`src/rtl/alu_operand_sequencer_if.sv`:
```
// Bus bundle between the TinyTapeout input pins / ALU and the operand sequencer.
// The master side drives the shared input bus, strobe, controls and the ALU result.
interface alu_operand_sequencer_if #(
    parameter int WIDTH     = 8,
    parameter int SEL_WIDTH = 2
);
    logic                 ena;
    logic [WIDTH-1:0]     data_in;
    logic                 load_strobe;
    logic                 abort;
    logic [WIDTH-1:0]     op_a;
    logic [WIDTH-1:0]     op_b;
    logic [SEL_WIDTH-1:0] op_sel;
    logic                 op_valid;
    logic [WIDTH-1:0]     result_in;
    logic [WIDTH-1:0]     result_out;
    logic                 result_valid;
    logic                 busy;

    modport master (
        output ena, data_in, load_strobe, abort, result_in,
        input  op_a, op_b, op_sel, op_valid, result_out, result_valid, busy
    );

    modport slave (
        input  ena, data_in, load_strobe, abort, result_in,
        output op_a, op_b, op_sel, op_valid, result_out, result_valid, busy
    );
endinterface

```
`src/rtl/alu_operand_sequencer.sv`:
```
// Collects operand A, operand B and the op select over one 8-bit bus in three
// strobed transfers, holds them for the ALU, then registers the ALU result.
module alu_operand_sequencer #(
    parameter int WIDTH       = 8,
    parameter int SEL_WIDTH   = 2,
    parameter int EXEC_CYCLES = 1
) (
    input  logic                    clk,
    input  logic                    rst_n,
    alu_operand_sequencer_if.slave  bus
);

    localparam logic [2:0] ST_IDLE   = 3'd0;
    localparam logic [2:0] ST_LOAD_B = 3'd1;
    localparam logic [2:0] ST_LOAD_S = 3'd2;
    localparam logic [2:0] ST_EXEC   = 3'd3;
    localparam logic [2:0] ST_DONE   = 3'd4;

    localparam logic [3:0] CNT_LOAD  = 4'(EXEC_CYCLES - 1);

    logic [2:0]           state_r,        state_s;
    logic                 strobe_q_r,     strobe_q_s;
    logic [3:0]           cnt_r,          cnt_s;
    logic [WIDTH-1:0]     op_a_r,         op_a_s;
    logic [WIDTH-1:0]     op_b_r,         op_b_s;
    logic [SEL_WIDTH-1:0] op_sel_r,       op_sel_s;
    logic                 op_valid_r,     op_valid_s;
    logic [WIDTH-1:0]     result_out_r,   result_out_s;
    logic                 result_valid_r, result_valid_s;
    logic                 busy_r,         busy_s;
    logic                 edge_s;

    // Rising-edge detect; the history only advances while enabled so a strobe counts once
    always_comb begin
        edge_s     = bus.load_strobe & ~strobe_q_r & bus.ena;
        strobe_q_s = strobe_q_r;
        if (bus.ena) begin
            strobe_q_s = bus.load_strobe;
        end else begin
            strobe_q_s = strobe_q_r;
        end
    end

    // Next-state and datapath capture; abort overrides everything, ena=0 freezes all state
    always_comb begin
        state_s        = state_r;
        cnt_s          = cnt_r;
        op_a_s         = op_a_r;
        op_b_s         = op_b_r;
        op_sel_s       = op_sel_r;
        result_out_s   = result_out_r;
        result_valid_s = result_valid_r;
        if (bus.abort) begin
            state_s        = ST_IDLE;
            result_valid_s = 1'b0;
        end else begin
            case (state_r)
                ST_IDLE: begin
                    if (edge_s) begin
                        op_a_s  = bus.data_in;
                        state_s = ST_LOAD_B;
                    end else begin
                        state_s = ST_IDLE;
                    end
                end
                ST_LOAD_B: begin
                    if (edge_s) begin
                        op_b_s  = bus.data_in;
                        state_s = ST_LOAD_S;
                    end else begin
                        state_s = ST_LOAD_B;
                    end
                end
                ST_LOAD_S: begin
                    if (edge_s) begin
                        op_sel_s = bus.data_in[SEL_WIDTH-1:0];
                        cnt_s    = CNT_LOAD;
                        state_s  = ST_EXEC;
                    end else begin
                        state_s = ST_LOAD_S;
                    end
                end
                ST_EXEC: begin
                    // Strobes are ignored here: the operands must stay stable for the ALU
                    if (!bus.ena) begin
                        state_s = ST_EXEC;
                    end else if (cnt_r == 4'd0) begin
                        result_out_s   = bus.result_in;
                        result_valid_s = 1'b1;
                        state_s        = ST_DONE;
                    end else begin
                        cnt_s = cnt_r - 4'd1;
                    end
                end
                ST_DONE: begin
                    if (edge_s) begin
                        result_valid_s = 1'b0;
                        op_a_s         = bus.data_in;
                        state_s        = ST_LOAD_B;
                    end else begin
                        state_s = ST_DONE;
                    end
                end
                default: begin
                    state_s = ST_IDLE;
                end
            endcase
        end
        op_valid_s = (state_s == ST_EXEC);
        busy_s     = (state_s != ST_IDLE) && (state_s != ST_DONE);
    end

    // State and output registers
    always_ff @(posedge clk or negedge rst_n) begin
        if (!rst_n) begin
            state_r        <= ST_IDLE;
            strobe_q_r     <= 1'b0;
            cnt_r          <= 4'd0;
            op_a_r         <= '0;
            op_b_r         <= '0;
            op_sel_r       <= '0;
            op_valid_r     <= 1'b0;
            result_out_r   <= '0;
            result_valid_r <= 1'b0;
            busy_r         <= 1'b0;
        end else begin
            state_r        <= state_s;
            strobe_q_r     <= strobe_q_s;
            cnt_r          <= cnt_s;
            op_a_r         <= op_a_s;
            op_b_r         <= op_b_s;
            op_sel_r       <= op_sel_s;
            op_valid_r     <= op_valid_s;
            result_out_r   <= result_out_s;
            result_valid_r <= result_valid_s;
            busy_r         <= busy_s;
        end
    end

    assign bus.op_a         = op_a_r;
    assign bus.op_b         = op_b_r;
    assign bus.op_sel       = op_sel_r;
    assign bus.op_valid     = op_valid_r;
    assign bus.result_out   = result_out_r;
    assign bus.result_valid = result_valid_r;
    assign bus.busy         = busy_r;

endmodule
```
`src/flat_wrapper.sv`:
```
// flat-port wrapper written by rule: the top's interface ports become plain ports
module alu_operand_sequencer_flat 
#(
    parameter int WIDTH       = 8,
    parameter int SEL_WIDTH   = 2,
    parameter int EXEC_CYCLES = 1
)
  (clk, rst_n, bus_ena, bus_data_in, bus_load_strobe, bus_abort, bus_result_in, bus_op_a, bus_op_b, bus_op_sel, bus_op_valid, bus_result_out, bus_result_valid, bus_busy);
  alu_operand_sequencer_if #(.WIDTH(WIDTH), .SEL_WIDTH(SEL_WIDTH)) bus_i ();
  input  logic clk;
  input  logic rst_n;
  input wire logic [$bits(bus_i.ena)-1:0] bus_ena;
  input wire logic [$bits(bus_i.data_in)-1:0] bus_data_in;
  input wire logic [$bits(bus_i.load_strobe)-1:0] bus_load_strobe;
  input wire logic [$bits(bus_i.abort)-1:0] bus_abort;
  input wire logic [$bits(bus_i.result_in)-1:0] bus_result_in;
  output wire logic [$bits(bus_i.op_a)-1:0] bus_op_a;
  output wire logic [$bits(bus_i.op_b)-1:0] bus_op_b;
  output wire logic [$bits(bus_i.op_sel)-1:0] bus_op_sel;
  output wire logic [$bits(bus_i.op_valid)-1:0] bus_op_valid;
  output wire logic [$bits(bus_i.result_out)-1:0] bus_result_out;
  output wire logic [$bits(bus_i.result_valid)-1:0] bus_result_valid;
  output wire logic [$bits(bus_i.busy)-1:0] bus_busy;
  assign bus_i.ena = bus_ena;
  assign bus_i.data_in = bus_data_in;
  assign bus_i.load_strobe = bus_load_strobe;
  assign bus_i.abort = bus_abort;
  assign bus_i.result_in = bus_result_in;
  assign bus_op_a = bus_i.op_a;
  assign bus_op_b = bus_i.op_b;
  assign bus_op_sel = bus_i.op_sel;
  assign bus_op_valid = bus_i.op_valid;
  assign bus_result_out = bus_i.result_out;
  assign bus_result_valid = bus_i.result_valid;
  assign bus_busy = bus_i.busy;
  alu_operand_sequencer #(.WIDTH(WIDTH), .SEL_WIDTH(SEL_WIDTH), .EXEC_CYCLES(EXEC_CYCLES)) u_core (.clk(clk), .rst_n(rst_n), .bus(bus_i));
endmodule
```
`config.mk`:
```
export PLATFORM = sky130hd
export DESIGN_NAME = alu_operand_sequencer_flat
export DESIGN_NICKNAME = d
export VERILOG_FILES = /design/src/rtl/alu_operand_sequencer_if.sv /design/src/rtl/alu_operand_sequencer.sv /design/src/flat_wrapper.sv
export SDC_FILE = /design/constraint.sdc
export NUM_CORES = 1
export LEC_CHECK = 0
export ABC_AREA = 1
export CORE_MARGIN = 1.5
export CORE_UTILIZATION = 48
export CTS_BUF_LIST = sky130_fd_sc_hd__clkbuf_8
export DETAILED_ROUTE_END_ITERATION = 16
export PLACE_DENSITY_LB_ADDON = 0.08
export RECOVER_POWER = 100
export SLEW_MARGIN = 15
export SYNTH_ARGS = -nofsm -noshare
export SYNTH_HDL_FRONTEND = slang
export SYNTH_SLANG_ARGS = --single-unit
export TNS_END_PERCENT = 20
```
`constraint.sdc`:
```
create_clock -name clk -period 1.74 [get_ports clk]
set_input_delay 0.435 -clock clk [delete_from_list [all_inputs] [get_ports clk]]
set_output_delay 0.435 -clock clk [all_outputs]
set_load 0.02 [all_outputs]
```
; ---- Word-level counts from Yosys, hierarchy flattened
; Cells that the tools add are included.
; W data, S select, Z words.
[classes]
reduce_logical = 13
bitwise = 4
mux = 17
n_eq_ne = 12
n_addsub = 1
[ops]
columns = operator, n
row1 = $pmux W3 S5, 1
row2 = $mux W3, 4
row3 = $mux W4, 3
row4 = $eq A3 B2 Y1 const B, 3
row5 = $reduce_and A3 Y1, 3
row6 = $pmux W4 S2, 1
row7 = $reduce_and A4 Y1, 2
row8 = $mux W1, 6
row9 = $ne A3 B2 Y1 const B, 2
row10 = $ne A3 B3 Y1 const B, 2
row11 = $reduce_bool A3 Y1, 2
row12 = $reduce_and A5 Y1, 1
row13 = $logic_not A4 Y1, 1
row14 = $ne A2 B2 Y1 const B, 2
row15 = $sub A4 B1 Y4 const B, 1
row16 = $eq A3 B1 Y1 const B, 1
row17 = $eq A3 B3 Y1 const B, 1
row18 = $logic_not A3 Y1, 1
row19 = $and A1 B1 Y1, 2
row20 = $mux W2, 1
row21 = $ne A2 B1 Y1 const B, 1
row22 = $not A1 Y1, 2
row23 = $pmux W1 S2, 1
row24 = $reduce_bool A2 Y1, 1
row25 = other kinds (2), 2
[word_totals]
output_inout_bits = 29
wordCells = 57
regBits = 37

; ---- Logic depth before layout (Yosys ltp)
[depth]
depth_word = 8
depth_mapped = 7
depth_no_buf = 7

; ---- Least setup slack after synthesis
; Ideal clock, no wire load.
[synth_path]
path_type = register to register
start = register u_core.cnt_r[0]
end = register u_core.result_out_r[0] (netlist: u_core.bus.result_out[0])
required_time_ps = 1623
setup_time_ps = 117
slack_ps = 483
arrival_ps = 1140
path_stages_with_launch = 8
path_cell_list = dfrtp_1 -> inv_1 -> ha_1 -> nand4_1 -> inv_1 -> nand2_1 -> nand2_1 -> nand2_1
[synth_via]
elab_chain_cells = 2
[synth_lines]
columns = element, line_no
row1 = "start, declared", alu_operand_sequencer.sv:23  ; logic [3:0] cnt_r, cnt_s;
row2 = "start signal, assigned", alu_operand_sequencer.sv:129  ; cnt_r <= cnt_s;
row3 = $logic_not A4 Y1, alu_operand_sequencer.sv:87  ; end else if (cnt_r == 4'd0) begin
row4 = $reduce_and A4 Y1 (no source line), n/a
row5 = "end signal, assigned", alu_operand_sequencer.sv:134  ; result_out_r <= result_out_s;
row6 = "end, declared", alu_operand_sequencer.sv:28  ; logic [WIDTH-1:0] result_out_r, result_out_s;
; No other way between the ends.
; A chain may end at the register's enable or synchronous reset.

; ---- Worst setup path after layout
[layout_path]
start = register u_core.op_a_r[7] (netlist: u_core.bus.op_a[7])
end = output port bus_op_a[7]
[layout_lines]
columns = element, line_no
row1 = "start, declared", alu_operand_sequencer.sv:24  ; logic [WIDTH-1:0] op_a_r, op_a_s;
row2 = "start signal, assigned", alu_operand_sequencer.sv:130  ; op_a_r <= op_a_s;
row3 = "end, declared", flat_wrapper.sv:17  ; output wire logic [$bits(bus_i.op_a)-1:0] bus_op_a;
; No word-level cell between the ends.

==> flow_summary.ini <==
[run_status]
outcome = completed

[floorplanning]
die_w_um = 61.2
io_pins = 50
core_area_mm2 = 0.00313
die-area_mm2 = 0.00375
initial_utilization_pct = 52.0
rows = 20
die_h_um = 61.2

[worst_setup_path]
worstPathRequired_ps = 1300
cp_data_arrival_time_ps = 1280
critPathKind = register to primary output
max_stage_delay_ps = 620
r2r_cells = 7
r2r_end = u_core.bus.result_out[5]
cp_num_buf_inv = 1
slowest_stage = clkdlybuf4s50_1
crit_chain = clkdlybuf4s50_1
r2r-start = u_core.cnt_r[0]
start_kind = register
crit_path_end_kind = primary output
r2r_setup_slack_ps = 210
crit_family = buffers and inverters
critPathMaxFanout = 2

[clocking]
htreeDepth = 2
cts_root_buf = clkbuf_8
clk_pin_slew_ps = 70
clkLatencyLatePin_ps = 290
clock_tree.buffer_depth = 2
cts_setup_buffers = 0
cts_buffers = 5
clkSinkCount = 37
cts_tree = done

[sta]
tightest_slew_ps = 841
final.min_clock_period_ps = 1710
fmax_mhz = 584
rsz0062_at_grt = false
clock_skew_ps = 2.50
setup_tns_ps = 0
finalSetupViolations = 0
slew_headroom_pct = 43.9
finalHoldViolations = 0
fin_crit_sh_pct = 98.3
drv_slew = 0

[drt]
dr.pass1.iters = 4
drtIter0Drc = 55
drcViolationCount = 0
wl_mm = 3.62
drtAntennaViolNets = 0
routed_via_density = 4.84
via_count = 1419
wire_per_inst_um = 12.3

[global_route]
grt_pass1_vias = 1487
grt_max_degree = 22
grtUsageTotal_pct = 22.5
grt_first_pass_wirelength_mm = 6.15
antenna_found_initial = 0
grt.overflow.total = 0

[run]
cap_viol_max_count = 0

[power]
power_w = 0.00232
p_per_area_mw_per_mm2 = 1010
ir_drop_v = 0.000560
p_leak_nw = 1.16

[worst_hold_path]
min_path_type = primary input to asynchronous set/reset pin

[placement]
gp_congestion = 0.762
place.detailed.hpwl_mm = 2.72
io_buffers = 49

[finish]
antennaDiodeCount = 0
area_growth_pct = 40.5
final_nets = 271
fill_cells = 262
drive_above_1_share_pct = 10.8

[synthesis]
ys_seq_elements = 37
syn_area_mm2 = 0.00163
syn_inst = 184
ys.warnings.count = 0
yosys.cell_types.count = 19
syn_nets = 207
ys_seq_area_share_pct = 56.9
syn_area_per_cell_um2 = 8.85
## worst reg2reg max path: stages, from the launching register on
cell and delay [ps]:
dfrtp_1 410, inv_1 140, ha_1 210, nand4_1 190, inv_1 130, nand2_1 170, nand2_1 110, nand2_1 60
## metrics by stage
stage | hold WS [ps] | instances | util [%] | instance area (um^2) | worst slack [ps]
floorplan | 139 | 184 | - | 1630 | 483
global placement | 355 | 285 | 71.4 | 2230 | -25.3
detailed placement | 369 | 285 | 71.4 | 2230 | -69.3
CTS | 56.0 | 293 | 75.2 | 2350 | 19.7
global route | 319 | 293 | 73.1 | 2290 | 2.25
finish | 221 | 293 | 73.1 | 2290 | 28.9
## worst max path at each step
stage | depth (start not counted) | startpoint | end | slack [ps]
final | 1 | u_core.bus.op_a[7] | bus_op_a[7] | 30
after global routing | 1 | u_core.bus.op_a[7] | bus_op_a[7] | 2
after CTS | 1 | u_core.bus.result_out[0] | bus_result_out[0] | 20
after detailed placement | 8 | bus_ena | u_core.bus.busy | -70
after global placement | 6 | bus_ena | u_core.bus.op_b[6] | -30
after floorplan | 7 | u_core.cnt_r[0] | u_core.bus.result_out[0] | 480
## final cells by class
cell class                 instances  area, um^2  area share (%)
clock buffer                       6        82.6            3.61
inverter                          22        82.6            3.61
clock inverter                     2        37.5            1.64
multi-input combinational        123         572            25.0
timing repair buffer              59         532            23.2
sequential                        37         926            40.5
tap                               44        55.1            2.41
## per-layer routing
metal / vias to the layer above / wire length [um] / track usage [%]
li1: 702 / - / -
met1: 674 / 1490 / 26.0
met2: 40 / 1910 / 39.1
met3: 3 / 178 / 5.04
met4: 0 / 32 / 11.2
met5: - / 0 / 0
## report_power, final
group	leakage (nW)	internal (W)	switching, W
registers	0.495	0.000965	0.0000625
clock network	0.0574	0.000466	0.000305
logic	0.605	0.000244	0.000277
## synthesized netlist by cell type
cell type	number	area, um^2
nor3_4	1	16.3
nand4_1	1	6.26
nand2_1	67	251
nor2_1	9	33.8
ha_1	2	25.0
nand3_2	1	10.0
o21a_1	1	7.51
dfrtp_1	37	926
o21ai_1	2	10.0
buf_6	2	22.5
o21ai_2	8	70.1
nand3_1	12	60.1
a21oi_1	2	10.0
inv_1	22	82.6
xnor2_1	1	8.76
o21ai_0	9	45.0
nor2_2	2	12.5
nand2_2	4	25.0
nor3_1	1	5.00
## repair_timing
action,4_1_cts,5_1_grt
hold buffers,0,0
endpoints found under the setup margin,0,4
resized for setup,0,4
## cell usage in the layout, fill, tap and decap left out, types with 3 or more instances in the layout
| master | instances |
|---|---|
| nand2_1 | 69 |
| o21ai_2 | 4 |
| clkdlybuf4s50_1 | 44 |
| clkbuf_4 | 3 |
| nor2_1 | 9 |
| clkbuf_8 | 6 |
| dfrtp_1 | 37 |
| buf_4 | 6 |
| clkbuf_1 | 5 |
| o21ai_0 | 15 |
| inv_1 | 22 |
| nand3_1 | 13 |
## cell families (layout without fill, tap and decap cells)
group	count (synthesis)	count (layout)	share of synthesized area, %
fa+ha+maj	2	2	1.54
buf+inv	24	89	6.46
simple gates	98	98	25.8
xor+xnor	1	1	0.538
flops	37	37	56.9
compound gates	22	22	8.76
## flip-flops by register name, summed over array words and instances, names as in the netlist
name	count
u_core.bus.op_sel	2
u_core.bus.result_valid	1
u_core.cnt_r	4
u_core.state_r	3
u_core.bus.op_a	8
u_core.bus.busy	1
u_core.bus.result_out	8
u_core.bus.op_valid	1
u_core.bus.op_b	8
u_core.strobe_q_r	1
Note: power is estimated with default switching activity, not from simulation.
